--- src/rtl/uart_pkg.sv ---
// uart_pkg: state encoding, parity modes and oversampling constants shared by the UART transmitter and receiver
package uart_pkg;

    typedef enum logic [2:0] {S_IDLE, S_START, S_DATA, S_PARITY, S_STOP} tx_state_t;

    localparam int PAR_NONE = 0;
    localparam int PAR_EVEN = 1;
    localparam int PAR_ODD  = 2;

    localparam int OVERSAMPLE  = 16;
    localparam int SAMPLE_LAST = OVERSAMPLE - 1;

    function automatic logic parity_bit(input logic [7:0] d, input int mode);
        return (mode == PAR_ODD) ? ~^d : (mode == PAR_EVEN) ? ^d : 1'b1;
    endfunction

endpackage

--- src/rtl/uart_tx_fifo.sv ---
// uart_tx_fifo: circular holding FIFO between the byte handshake and the serialiser
module uart_tx_fifo #(
    parameter int WIDTH = 8,
    parameter int DEPTH = 4
) (
    input  logic             clk,
    input  logic             rst,
    input  logic             push,
    input  logic             pop,
    input  logic [WIDTH-1:0] din,
    output logic [WIDTH-1:0] dout,
    output logic             full,
    output logic             empty
);
    localparam int AW = $clog2(DEPTH);

    logic [WIDTH-1:0] mem [DEPTH];
    logic [AW-1:0]    wr_ptr, rd_ptr;
    logic [AW:0]      count;

    // DEPTH is a power of two, so the count MSB alone marks full
    assign full  = count[AW];
    assign empty = count == '0;
    assign dout  = mem[rd_ptr];

    always_ff @(posedge clk)
        if (push) mem[wr_ptr] <= din;

    always_ff @(posedge clk or posedge rst) begin
        if (rst) begin
            wr_ptr <= '0;
            rd_ptr <= '0;
            count  <= '0;
        end else begin
            if (push) wr_ptr <= wr_ptr + AW'(1);
            if (pop) rd_ptr <= rd_ptr + AW'(1);
            if (push && !pop) count <= count + (AW+1)'(1);
            else if (pop && !push) count <= count - (AW+1)'(1);
        end
    end

endmodule

--- src/rtl/uart_tx.sv ---
// uart_tx: FIFO-buffered UART serialiser (start, LSB-first data, optional parity, stop) on a 16x clk_en tick
module uart_tx
    import uart_pkg::*;
#(
    parameter int DATA_BITS  = 8,
    parameter int PARITY     = 0,
    parameter int STOP_BITS  = 1,
    parameter int FIFO_DEPTH = 4
) (
    input  logic                 clk,
    input  logic                 rst,
    input  logic                 clk_en,
    input  logic [DATA_BITS-1:0] tx_data,
    input  logic                 tx_valid,
    output logic                 tx_ready,
    output logic                 tx,
    output logic                 tx_busy,
    output logic                 tx_done
);
    localparam int SW = $clog2(OVERSAMPLE);

    tx_state_t            state, state_nx;
    logic [SW-1:0]        sample, sample_nx;
    logic [2:0]           index, index_nx;
    logic [DATA_BITS-1:0] shift, shift_nx, fifo_dout;
    logic                 par, par_nx, tx_nx, done_nx;
    logic                 push, pop, full, empty, bit_end;

    assign push     = tx_valid && !full;
    assign tx_ready = !full;
    assign tx_busy  = state != S_IDLE || !empty;
    assign bit_end  = clk_en && sample == SW'(SAMPLE_LAST);

    uart_tx_fifo #(.WIDTH(DATA_BITS), .DEPTH(FIFO_DEPTH)) u_fifo (
        .clk(clk),
        .rst(rst),
        .push(push),
        .pop(pop),
        .din(tx_data),
        .dout(fifo_dout),
        .full(full),
        .empty(empty)
    );

    always_ff @(posedge clk or posedge rst) begin
        if (rst) begin
            state   <= S_IDLE;
            sample  <= '0;
            index   <= '0;
            shift   <= '0;
            par     <= 1'b0;
            tx      <= 1'b1;
            tx_done <= 1'b0;
        end else begin
            state   <= state_nx;
            sample  <= sample_nx;
            index   <= index_nx;
            shift   <= shift_nx;
            par     <= par_nx;
            tx      <= tx_nx;
            tx_done <= done_nx;
        end
    end

    always_comb begin
        state_nx  = state;
        sample_nx = (state != S_IDLE && clk_en) ? sample + SW'(1) : sample;
        index_nx  = index;
        shift_nx  = shift;
        par_nx    = par;
        done_nx   = 1'b0;
        case (state)
            S_START:  if (bit_end) state_nx = S_DATA;
            S_DATA: if (bit_end) begin
                shift_nx = shift >> 1;
                index_nx = index + 3'd1;
                if (index == 3'(DATA_BITS - 1)) begin
                    state_nx = (PARITY == PAR_NONE) ? S_STOP : S_PARITY;
                    index_nx = '0;
                end
            end
            S_PARITY: if (bit_end) state_nx = S_STOP;
            S_STOP: if (bit_end) begin
                index_nx = index + 3'd1;
                if (index == 3'(STOP_BITS - 1)) begin
                    done_nx  = 1'b1;
                    index_nx = '0;
                    state_nx = S_IDLE;
                end
            end
            default: ;
        endcase
        // Loading from IDLE or straight off the last stop bit gives back-to-back frames with no idle bit
        pop = (state == S_IDLE || done_nx) && !empty;
        if (pop) begin
            state_nx  = S_START;
            shift_nx  = fifo_dout;
            par_nx    = parity_bit(8'(fifo_dout), PARITY);
            sample_nx = '0;
            index_nx  = '0;
        end
        tx_nx = (state_nx == S_START) ? 1'b0 :
                (state_nx == S_DATA) ? shift_nx[0] :
                (state_nx == S_PARITY) ? par_nx : 1'b1;
    end

endmodule

--- config.mk ---
export PLATFORM = sky130hd
export DESIGN_NAME = uart_tx
export DESIGN_NICKNAME = d
export VERILOG_FILES = /design/src/rtl/uart_pkg.sv /design/src/rtl/uart_tx_fifo.sv /design/src/rtl/uart_tx.sv
export SDC_FILE = /design/constraint.sdc
export NUM_CORES = 1
export LEC_CHECK = 0
export CORE_UTILIZATION = 58
export CTS_CLUSTER_SIZE = 10
export DETAILED_ROUTE_END_ITERATION = 16
export GPL_ROUTABILITY_DRIVEN = 0
export GPL_TIMING_DRIVEN = 0
export PLACE_DENSITY = 0.78
export SLEW_MARGIN = 25
export SYNTH_ARGS = -nofsm -noshare
export SYNTH_HDL_FRONTEND = slang
export SYNTH_SLANG_ARGS = --single-unit
--- constraint.sdc ---
create_clock -name clk -period 3.68 [get_ports clk]
set_input_delay 1.104 -clock clk [delete_from_list [all_inputs] [get_ports clk]]
set_output_delay 1.104 -clock clk [all_outputs]
set_load 0.005 [all_outputs]
==> results of run 1 <==
flip-flops by register name (all words and copies together), names as in the netlist:
| register | flops |
|---|---|
| u_fifo.mem | 32 |
| tx_done | 1 |
| tx | 1 |
| par | 1 |
| u_fifo.count | 3 |
| state | 3 |
| index | 3 |
| u_fifo.wr_ptr | 2 |
| u_fifo.rd_ptr | 2 |
| sample | 4 |
| shift | 8 |
worst paths after layout:
check / from / endpoint / slack [ps] / cells after the start
max: clk_en / u_fifo.count[1] / 240 / 11
min: par / par / 480 / 1
max reg2reg: u_fifo.count[0] / u_fifo.count[1] / 790 / 10
min reg2reg: par / par / 480 / 1
max in group asynchronous: rst / shift[3] / 2130 / 2
min in group asynchronous: rst / u_fifo.wr_ptr[0] / 1150 / 2
what timing repair did:
action                     CTS  global route
hold endpoints to repair     0             0
setup endpoints to repair    0             1
gates resized for setup      0             1
power breakdown:
group	total, mW	leakage (nW)	switching [mW]	internal, mW
clock network	0.652	0.110	0.268	0.384
logic	0.617	0.465	0.311	0.306
registers	0.986	0.631	0.100	0.886
metal layers:
metal / up-vias / wire length (µm) / global-route usage [%]
met3: 11 / 190 / 8.37
li1: 744 / - / -
met5: - / 0 / 0
met1: 803 / 2040 / 27.2
met2: 40 / 2390 / 35.3
met4: 0 / 112 / 9.33
stage by stage:
stage               hold WS, ps  setup TNS, ps
floorplan                   440              0
global placement            464           -223
detailed placement          465           -346
CTS                         484              0
global route                507              0
finish                      482              0
layout by cell type (no fill, tap or decap), types with 2 or more instances in the layout:
| cell | instances |
|---|---|
| edfxtp_1 | 32 |
| dfrtp_1 | 27 |
| clkdlybuf4s50_1 | 15 |
| nor2_1 | 10 |
| inv_1 | 9 |
| ha_1 | 9 |
| clkbuf_8 | 9 |
| mux4_2 | 8 |
| nand2_1 | 7 |
| and2_1 | 6 |
| xnor2_1 | 6 |
| nor3_1 | 5 |
| a21oi_1 | 5 |
| and3_1 | 5 |
| a221o_1 | 5 |
| nand2b_1 | 4 |
| xor2_1 | 4 |
| clkbuf_1 | 4 |
| o21ai_0 | 4 |
| nand3_1 | 4 |
| mux2_1 | 4 |
| buf_2 | 3 |
| nand4_1 | 2 |
| buf_4 | 2 |
| mux2_2 | 2 |
| or3_1 | 2 |
| nor3b_1 | 2 |
| bufinv_16 | 2 |
| clkinv_4 | 2 |
final cells by class:
| cell class | count | share of cell area [%] |
|---|---|---|
| Buffer | 9 | 1.45 |
| Clock buffer | 9 | 3.98 |
| Clock inverter | 7 | 3.18 |
| Inverter | 10 | 1.21 |
| Multi-Input combinational cell | 109 | 29.9 |
| Sequential cell | 60 | 53.4 |
| Tap cell | 52 | 2.09 |
| Timing Repair Buffer | 15 | 4.82 |
Yosys cell counts, types with 3 or more instances:
| cell type | n |
|---|---|
| mux2_1 | 4 |
| edfxtp_1 | 32 |
| buf_2 | 3 |
| clkbuf_1 | 4 |
| a221o_1 | 5 |
| xor2_1 | 4 |
| and3_1 | 5 |
| nor2_1 | 10 |
| and2_1 | 6 |
| mux4_2 | 8 |
| inv_1 | 10 |
| nand2b_1 | 4 |
| a21oi_1 | 5 |
| nor3_1 | 5 |
| ha_1 | 9 |
| dfrtp_1 | 27 |
| nand3_1 | 4 |
| nand2_1 | 7 |
| xnor2_1 | 6 |
| o21ai_0 | 4 |
logic make-up after synthesis:
logic type | count (synthesis) | synth area share (%)
DFF | 60 | 62.2
and+or+nand+nor | 52 | 11.1
adders and majority gates | 10 | 4.96
muxes | 14 | 9.27
AOI/OAI and AO/OA | 23 | 6.09
xor gates and xnor gates | 10 | 3.28
buffers and inverters | 19 | 3.09
worst max-delay path, delay by kind of cell:
family                     cells  cell delay [ps]
AOI/OAI and AO/OA              1              330
muxes                          1              270
and+or+nand+nor                2              330
buffers and inverters          5             1030
adders and majority gates      2              600
==> results.sh, run 1 <==
export IMPL_p_leak_nw=1.21
export IMPL_hp_class="flop to flop"
export IMPL_die_y_um=69.9
export IMPL_syn_cell_area_um2=2670
export IMPL_synth_warnings=0
export IMPL_cts_htree_levels=3
export IMPL_grt_overflow=0
export IMPL_antenna_diode_count=0
export IMPL_cts_hold_fix_buffers=0
export IMPL_synth_seq_cells=60
export IMPL_synthesis_nets=210
export IMPL_cellPowerDensity_nw_per_um2=724
export IMPL_ys_seq_area_share_pct=62.2
export IMPL_cts_tree="built"
export IMPL_synth_top_area_share_pct=36.0
export IMPL_clk_pin_slew_ps=70
export IMPL_yosysTopAreaCell="edfxtp_1"
export IMPL_drive_gt1_share_pct=17.4
export IMPL_max_stage_delay_ps=520
export IMPL_ys_flop_type="edfxtp_1"
export IMPL_tightest_slew_ps=826
export IMPL_place_area_um2=2890
export IMPL_drt_iter0_drc=87
export IMPL_power_mw=2.25
export IMPL_period_needed_ps=3440
export IMPL_ant_nets=0
export IMPL_drc=0
export IMPL_die_x_um=69.9
export IMPL_cts_buffer_depth=2
export IMPL_ios=16
export IMPL_status="finished, final reports clean"
export IMPL_grt_usage_pct=22.1
export IMPL_placement_io_buffers=15
export IMPL_cts_root_buffer="clkbuf_8"
export IMPL_cp_cell_sequence="clkdlybuf4s50_1 > nand4_1 > o21ai_2 > and2_1 > buf_2 > buf_4 > inv_1 > ha_1 > inv_1 > fa_1 > mux2_2"
export IMPL_grt_setup_unrepaired="false"
export IMPL_wl_per_cell_um=17.5
export IMPL_synthArstFlopShare_pct=46.7
export IMPL_yosys_top_cells_area="edfxtp_1, dfrtp_1, mux4_2"
export IMPL_setup_ws_ps=238
export IMPL_dp_slack_ps=-251
export IMPL_cts_sink_count=60
export IMPL_arrival_ps=3660
export IMPL_fp_coreArea_um2=4380
export IMPL_via_count=1598
export IMPL_finalMaxSlewViolations=0
export IMPL_peakVddDrop_uv=510
export IMPL_grt_first_pass_wirelength_um=7910
export IMPL_post_cts_buffers=0
export IMPL_crit_path_max_fanout=10
export IMPL_dp_cells=255
export IMPL_grt_pass1_vias=1669
export IMPL_finalNetCount=236
export IMPL_grt_start_max_net_pins=29
export IMPL_syn_instance_count=188
export IMPL_fmaxAchievable_mhz=291
export IMPL_synth_edf_count=32
export IMPL_hpwlAfterDp_um=3290
export IMPL_clk_latency_ps=330
export IMPL_syn_area_per_cell_um2=14.2
export IMPL_finClkSkew_ps=4.55
export IMPL_multi_input_area_um2=930
export IMPL_floorplan_initialDensity_pct=60.9
export IMPL_numCtsBuffers=9
export IMPL_end_kind="flop"
export IMPL_period_share_pct=93.5
export IMPL_regArea_um2=1660
export IMPL_slowest_stage="clkdlybuf4s50_1"
export IMPL_rows=24
export IMPL_drt_total_wl_um=4730
export IMPL_final_cells=271
export IMPL_path_class="primary input to flop"
export IMPL_hold_viol=0
export IMPL_nFillCells=288
export IMPL_yosys_cell_types_count=40
export IMPL_die_area_um2=4880
export IMPL_fin_util_pct=71.0
export IMPL_startpoint_type="primary input"
export IMPL_maxSlewHeadroom_pct=44.5
export IMPL_vias_per_cell=5.90
export IMPL_antenna_found_initial=0
export IMPL_cpMostUsedCell="inv_1"
export IMPL_required_ps=3900
export IMPL_area_growth_syn_to_layout_pct=16.5
export IMPL_dr_pass1_iters=4
export IMPL_setup_viol=0
export IMPL_design_area_um2=3110
export IMPL_drv_cap=0
Power figures use the tool's default switching activity.
==> inputs of run 2 (changes only) <==
Settings changed: CORE_ASPECT_RATIO set to 0.8, PLACE_DENSITY 0.78 to 0.86, SKIP_LAST_GASP set to 1.
==> results.sh, run 2 (synthesis gave the netlist of run 1 again) <==
export IMPL_reg2reg_setup_slack_ps=750
export IMPL_status="finished, final reports clean"
export IMPL_largest_register="u_fifo.mem"
export IMPL_via_count=1618
export IMPL_ant_nets=0
export IMPL_hpwlAfterDp_um=3360
export IMPL_setup_ws_ps=236
export IMPL_cts_sink_count=60
export IMPL_dp_cells=260
export IMPL_grt_first_pass_wirelength_um=8430
export IMPL_grt_pass1_vias=1673
export IMPL_hold_viol=0
export IMPL_whs_ps=495
export IMPL_die_x_um=77.9
export IMPL_max_stage_delay_ps=500
export IMPL_final_cell_mix="edfxtp_1, dfrtp_1, clkdlybuf4s50_1"
export IMPL_drv_cap=0
export IMPL_grt_setup_unrepaired="false"
export IMPL_setup_viol=0
export IMPL_grt_start_max_net_pins=29
export IMPL_required_ps=3910
export IMPL_reg_top3="u_fifo.mem x32, shift x8, sample x4"
export IMPL_placement_io_buffers=15
export IMPL_drive_gt1_share_pct=16.9
export IMPL_period_share_pct=93.6
export IMPL_rr_worst_depth=10
export IMPL_drt_iter0_drc=107
export IMPL_cp_cell_sequence="clkdlybuf4s50_1 > nand4_1 > o21ai_2 > and2_1 > buf_2 > buf_4 > inv_1 > ha_1 > inv_1 > fa_1 > mux2_2"
export IMPL_tns_ps=0
export IMPL_fp_coreArea_um2=4310
export IMPL_final_cells=276
export IMPL_finalNetCount=236
export IMPL_hp_class="flop to flop"
export IMPL_drt_total_wl_um=4980
export IMPL_p_leak_nw=1.20
export IMPL_peakVddDrop_uv=452
export IMPL_clk_latency_ps=340
export IMPL_finalMaxSlewViolations=0
export IMPL_crit_path_max_fanout=10
export IMPL_largest_register_ffs=32
export IMPL_dp_slack_ps=-223
export IMPL_die_area_um2=4880
export IMPL_area_growth_syn_to_layout_pct=16.3
export IMPL_cts_tree="built"
export IMPL_floorplan_initialDensity_pct=62.0
export IMPL_clk_pin_slew_ps=70
export IMPL_grt_usage_pct=24.2
export IMPL_ios=16
export IMPL_tightest_slew_ps=842
export IMPL_finClkSkew_ps=8.56
export IMPL_worstHoldStart="par"
export IMPL_place_area_um2=2890
export IMPL_cellPowerDensity_nw_per_um2=715
export IMPL_fmaxAchievable_mhz=290
export IMPL_rows=21
export IMPL_end_kind="flop"
export IMPL_cts_buffer_depth=2
export IMPL_slowest_stage="clkdlybuf4s50_1"
export IMPL_numCtsBuffers=9
export IMPL_cts_htree_levels=3
export IMPL_timing_rr_end="u_fifo.count[1]"
export IMPL_die_y_um=62.7
export IMPL_arrival_ps=3670
export IMPL_reg2reg_from="u_fifo.count[0]"
export IMPL_wl_per_cell_um=18.1
export IMPL_antenna_found_initial=0
export IMPL_final_common_cell="edfxtp_1"
export IMPL_holdPathStages=1
export IMPL_design_area_um2=3110
export IMPL_cpMostUsedCell="inv_1"
export IMPL_hold_end="par"
export IMPL_maxSlewHeadroom_pct=43.4
export IMPL_antenna_diode_count=0
export IMPL_cts_root_buffer="clkbuf_8"
export IMPL_startpoint_type="primary input"
export IMPL_vias_per_cell=5.86
export IMPL_period_needed_ps=3440
export IMPL_dr_pass1_iters=4
export IMPL_grt_overflow=0
export IMPL_drc=0
export IMPL_post_cts_buffers=0
export IMPL_path_class="primary input to flop"
-- run 2: changes by cell type in the layout (fill, tap and decap cells not counted) --
cell | previous run | this run
bufinv_16 | 2 | 1
clkbuf_1 | 4 | 5
clkbuf_16 | 0 | 1
clkinv_4 | 2 | 1
clkinvlp_4 | 1 | 2
inv_6 | 1 | 0
-- run 2: worst max path at each step --
stage	slack [ps]	to	start
finish	240	u_fifo.count[1]	clk_en
floorplan	620	u_fifo.count[1]	clk_en
CTS	90	u_fifo.count[1]	clk_en
detailed placement	-220	u_fifo.count[1]	clk_en
global route	100	u_fifo.count[1]	clk_en
global placement	-160	u_fifo.count[1]	clk_en
-- run 2: power by group --
group	internal [mW]	leakage [nW]	switching [mW]	total [mW]
Combinational	0.309	0.465	0.315	0.625
Clock	0.353	0.101	0.254	0.607
Sequential	0.886	0.631	0.104	0.990
Total	1.55	1.20	0.673	2.22
-- run 2: critical path, delay by kind of cell --
family                     cells  cell delay, ps
muxes                          1             270
AOI/OAI and AO/OA              1             340
and+or+nand+nor                2             320
buffers and inverters          5            1020
adders and majority gates      2             620
-- run 2: routing by layer --
metal	track usage (%)	vias up	share of wire (%)	routed length, µm
li1	-	745	-	-
met1	28.0	796	40	2020
met2	42.5	63	52	2600
met3	8.76	14	5.2	260
met4	6.37	0	2.2	110
met5	0	-	0	0
-- run 2: stage by stage --
stage | total power [mW] | util (%)
finish | 2.22 | 72.1
global route | 2.34 | 72.1
global placement | 1.56 | 67.1
floorplan | 1.43 | -
detailed placement | 1.62 | 67.1
CTS | 2.23 | 72.0
-- run 2: layout make-up --
cell class,count,area (µm²)
fill,274,1200
buffer,9,45.0
inverter,10,37.5
clock inverter,5,58.8
timing repair buffer,15,150
multi-input combinational,109,930
sequential,60,1660
clock buffer,11,153
tap,57,71.3
-- run 2: timing repair --
item | CTS | global route
hold buffers | 0 | 0
endpoints found under the setup margin | 0 | 1
gates resized for setup | 0 | 1
==> inputs of run 3 (changes only) <==
Settings changed: CORE_UTILIZATION 58 to 40, PLACE_DENSITY 0.86 to 0.65.
==> results.sh, run 3 (synthesis gave the netlist of run 1 again) <==
export IMPL_status="finished, final reports clean"
export IMPL_path_class="primary input to flop"
export IMPL_holdPathStages=1
export IMPL_cts_hold_fix_buffers=0
export IMPL_rr_worst_depth=9
export IMPL_die_area_um2=7010
export IMPL_crit_path_max_fanout=10
export IMPL_die_y_um=75.1
export IMPL_period_needed_ps=3380
export IMPL_arrival_ps=3610
export IMPL_grt_overflow=0
export IMPL_via_count=1541
export IMPL_numCtsBuffers=9
export IMPL_grt_pass1_vias=1465
export IMPL_vias_per_cell=5.09
export IMPL_cts_resized=0
export IMPL_p_leak_nw=1.21
export IMPL_wl_per_cell_um=14.3
export IMPL_cellPowerDensity_nw_per_um2=711
export IMPL_design_area_um2=3150
export IMPL_max_stage_delay_ps=500
export IMPL_grt_start_max_net_pins=29
export IMPL_ios=16
export IMPL_grt_first_pass_wirelength_um=7360
export IMPL_ant_nets=0
export IMPL_tns_ps=0
export IMPL_end_kind="flop"
export IMPL_slowest_stage="clkdlybuf4s50_1"
export IMPL_area_growth_syn_to_layout_pct=18.0
export IMPL_cts_root_buffer="clkbuf_8"
export IMPL_drv_cap=0
export IMPL_dr_pass1_iters=5
export IMPL_period_share_pct=91.9
export IMPL_placement_io_buffers=15
export IMPL_antenna_diode_count=0
export IMPL_hp_class="flop to flop"
export IMPL_worstHoldStart="par"
export IMPL_hpwlAfterDp_um=2820
export IMPL_clk_latency_ps=340
export IMPL_drt_iter0_drc=74
export IMPL_cts_buffer_depth=2
export IMPL_drt_total_wl_um=4340
export IMPL_cts_htree_levels=3
export IMPL_cp_cell_sequence="clkdlybuf4s50_1 > nand4_1 > o21ai_2 > and2_1 > buf_2 > buf_4 > inv_1 > ha_1 > inv_1 > fa_1 > mux2_2"
export IMPL_cpMostUsedCell="inv_1"
export IMPL_dp_cells=287
export IMPL_reg2reg_setup_slack_ps=790
export IMPL_die_x_um=93.4
export IMPL_largest_register_ffs=32
export IMPL_final_cells=303
export IMPL_drc=0
export IMPL_largest_register="u_fifo.mem"
export IMPL_finalMaxSlewViolations=0
export IMPL_finClkSkew_ps=9.01
export IMPL_fmaxAchievable_mhz=296
export IMPL_timing_rr_end="u_fifo.count[1]"
export IMPL_antenna_found_initial=0
export IMPL_cts_tree="built"
export IMPL_place_area_um2=2930
export IMPL_multi_input_area_um2=930
export IMPL_floorplan_initialDensity_pct=41.7
export IMPL_hold_end="par"
export IMPL_clk_pin_slew_ps=70
export IMPL_grt_usage_pct=14.6
export IMPL_regArea_um2=1660
export IMPL_final_cell_mix="edfxtp_1, dfrtp_1, clkdlybuf4s50_1"
export IMPL_post_cts_buffers=0
export IMPL_startpoint_type="primary input"
export IMPL_finalNetCount=236
export IMPL_maxSlewHeadroom_pct=41.8
export IMPL_tightest_slew_ps=866
export IMPL_final_common_cell="edfxtp_1"
export IMPL_reg2reg_from="state[0]"
export IMPL_fp_coreArea_um2=6410
export IMPL_nFillCells=532
export IMPL_power_mw=2.24
export IMPL_required_ps=3910
export IMPL_setup_viol=0
export IMPL_rows=26
export IMPL_drive_gt1_share_pct=17.4
export IMPL_grt_setup_unrepaired="false"
export IMPL_peakVddDrop_uv=324
export IMPL_cts_sink_count=60
export IMPL_reg_top3="u_fifo.mem x32, shift x8, sample x4"
export IMPL_hold_viol=0
[run 3: changes by cell type in the layout (fill, tap and decap cells not counted), sizes merged]
cell | previous run | this run
clkbuf | 15 | 13
bufinv | 1 | 2
clkinvlp | 2 | 1
inv | 10 | 12
[run 3: area by class of cell]
class                      count  share of cell area, %
inverter                      10                   1.19
buffer                         9                   1.43
multi-input combinational    109                   29.5
clock buffer                   9                   3.93
timing repair buffer          15                   4.76
sequential                    60                   52.7
tap                           84                   3.33
clock inverter                 7                   3.13
[run 3: worst max-delay path, delay by kind of cell]
family          cells  cell delay, ps
buf+inv             5            1000
simple gates        2             310
fa+ha+maj           2             600
compound gates      1             330
mux                 1             270
[run 3: power breakdown]
part	switching [mW]	internal, mW
clock network	0.276	0.385
logic	0.295	0.306
registers	0.0954	0.885
total	0.666	1.58
[run 3: stage by stage]
| step | utilization, % | setup WS, ps | hold slack, ps |
|---|---|---|---|
| global route | 49.2 | 127 | 525 |
| global placement | 45.7 | -199 | 462 |
| finish | 49.2 | 297 | 481 |
| floorplan | - | 616 | 440 |
| detailed placement | 45.7 | -211 | 464 |
| CTS | 49.1 | 145 | 486 |
[run 3: worst max path at each step]
stage / depth (start not counted) / from / slack, ps / end
after floorplan: 10 / clk_en / 620 / u_fifo.count[1]
after global placement: 11 / clk_en / -200 / u_fifo.count[1]
after detailed placement: 11 / clk_en / -210 / u_fifo.count[1]
after CTS: 11 / clk_en / 150 / u_fifo.count[1]
after global routing: 11 / clk_en / 130 / u_fifo.count[1]
final: 11 / clk_en / 300 / u_fifo.count[1]
[run 3: layer usage]
metal | up-vias | GRT usage [%] | wire, µm
li1 | 750 | - | -
met1 | 756 | 20.1 | 2190
met2 | 27 | 20.7 | 1880
met3 | 8 | 5.86 | 191
met4 | 0 | 6.15 | 72
met5 | - | 0 | 0
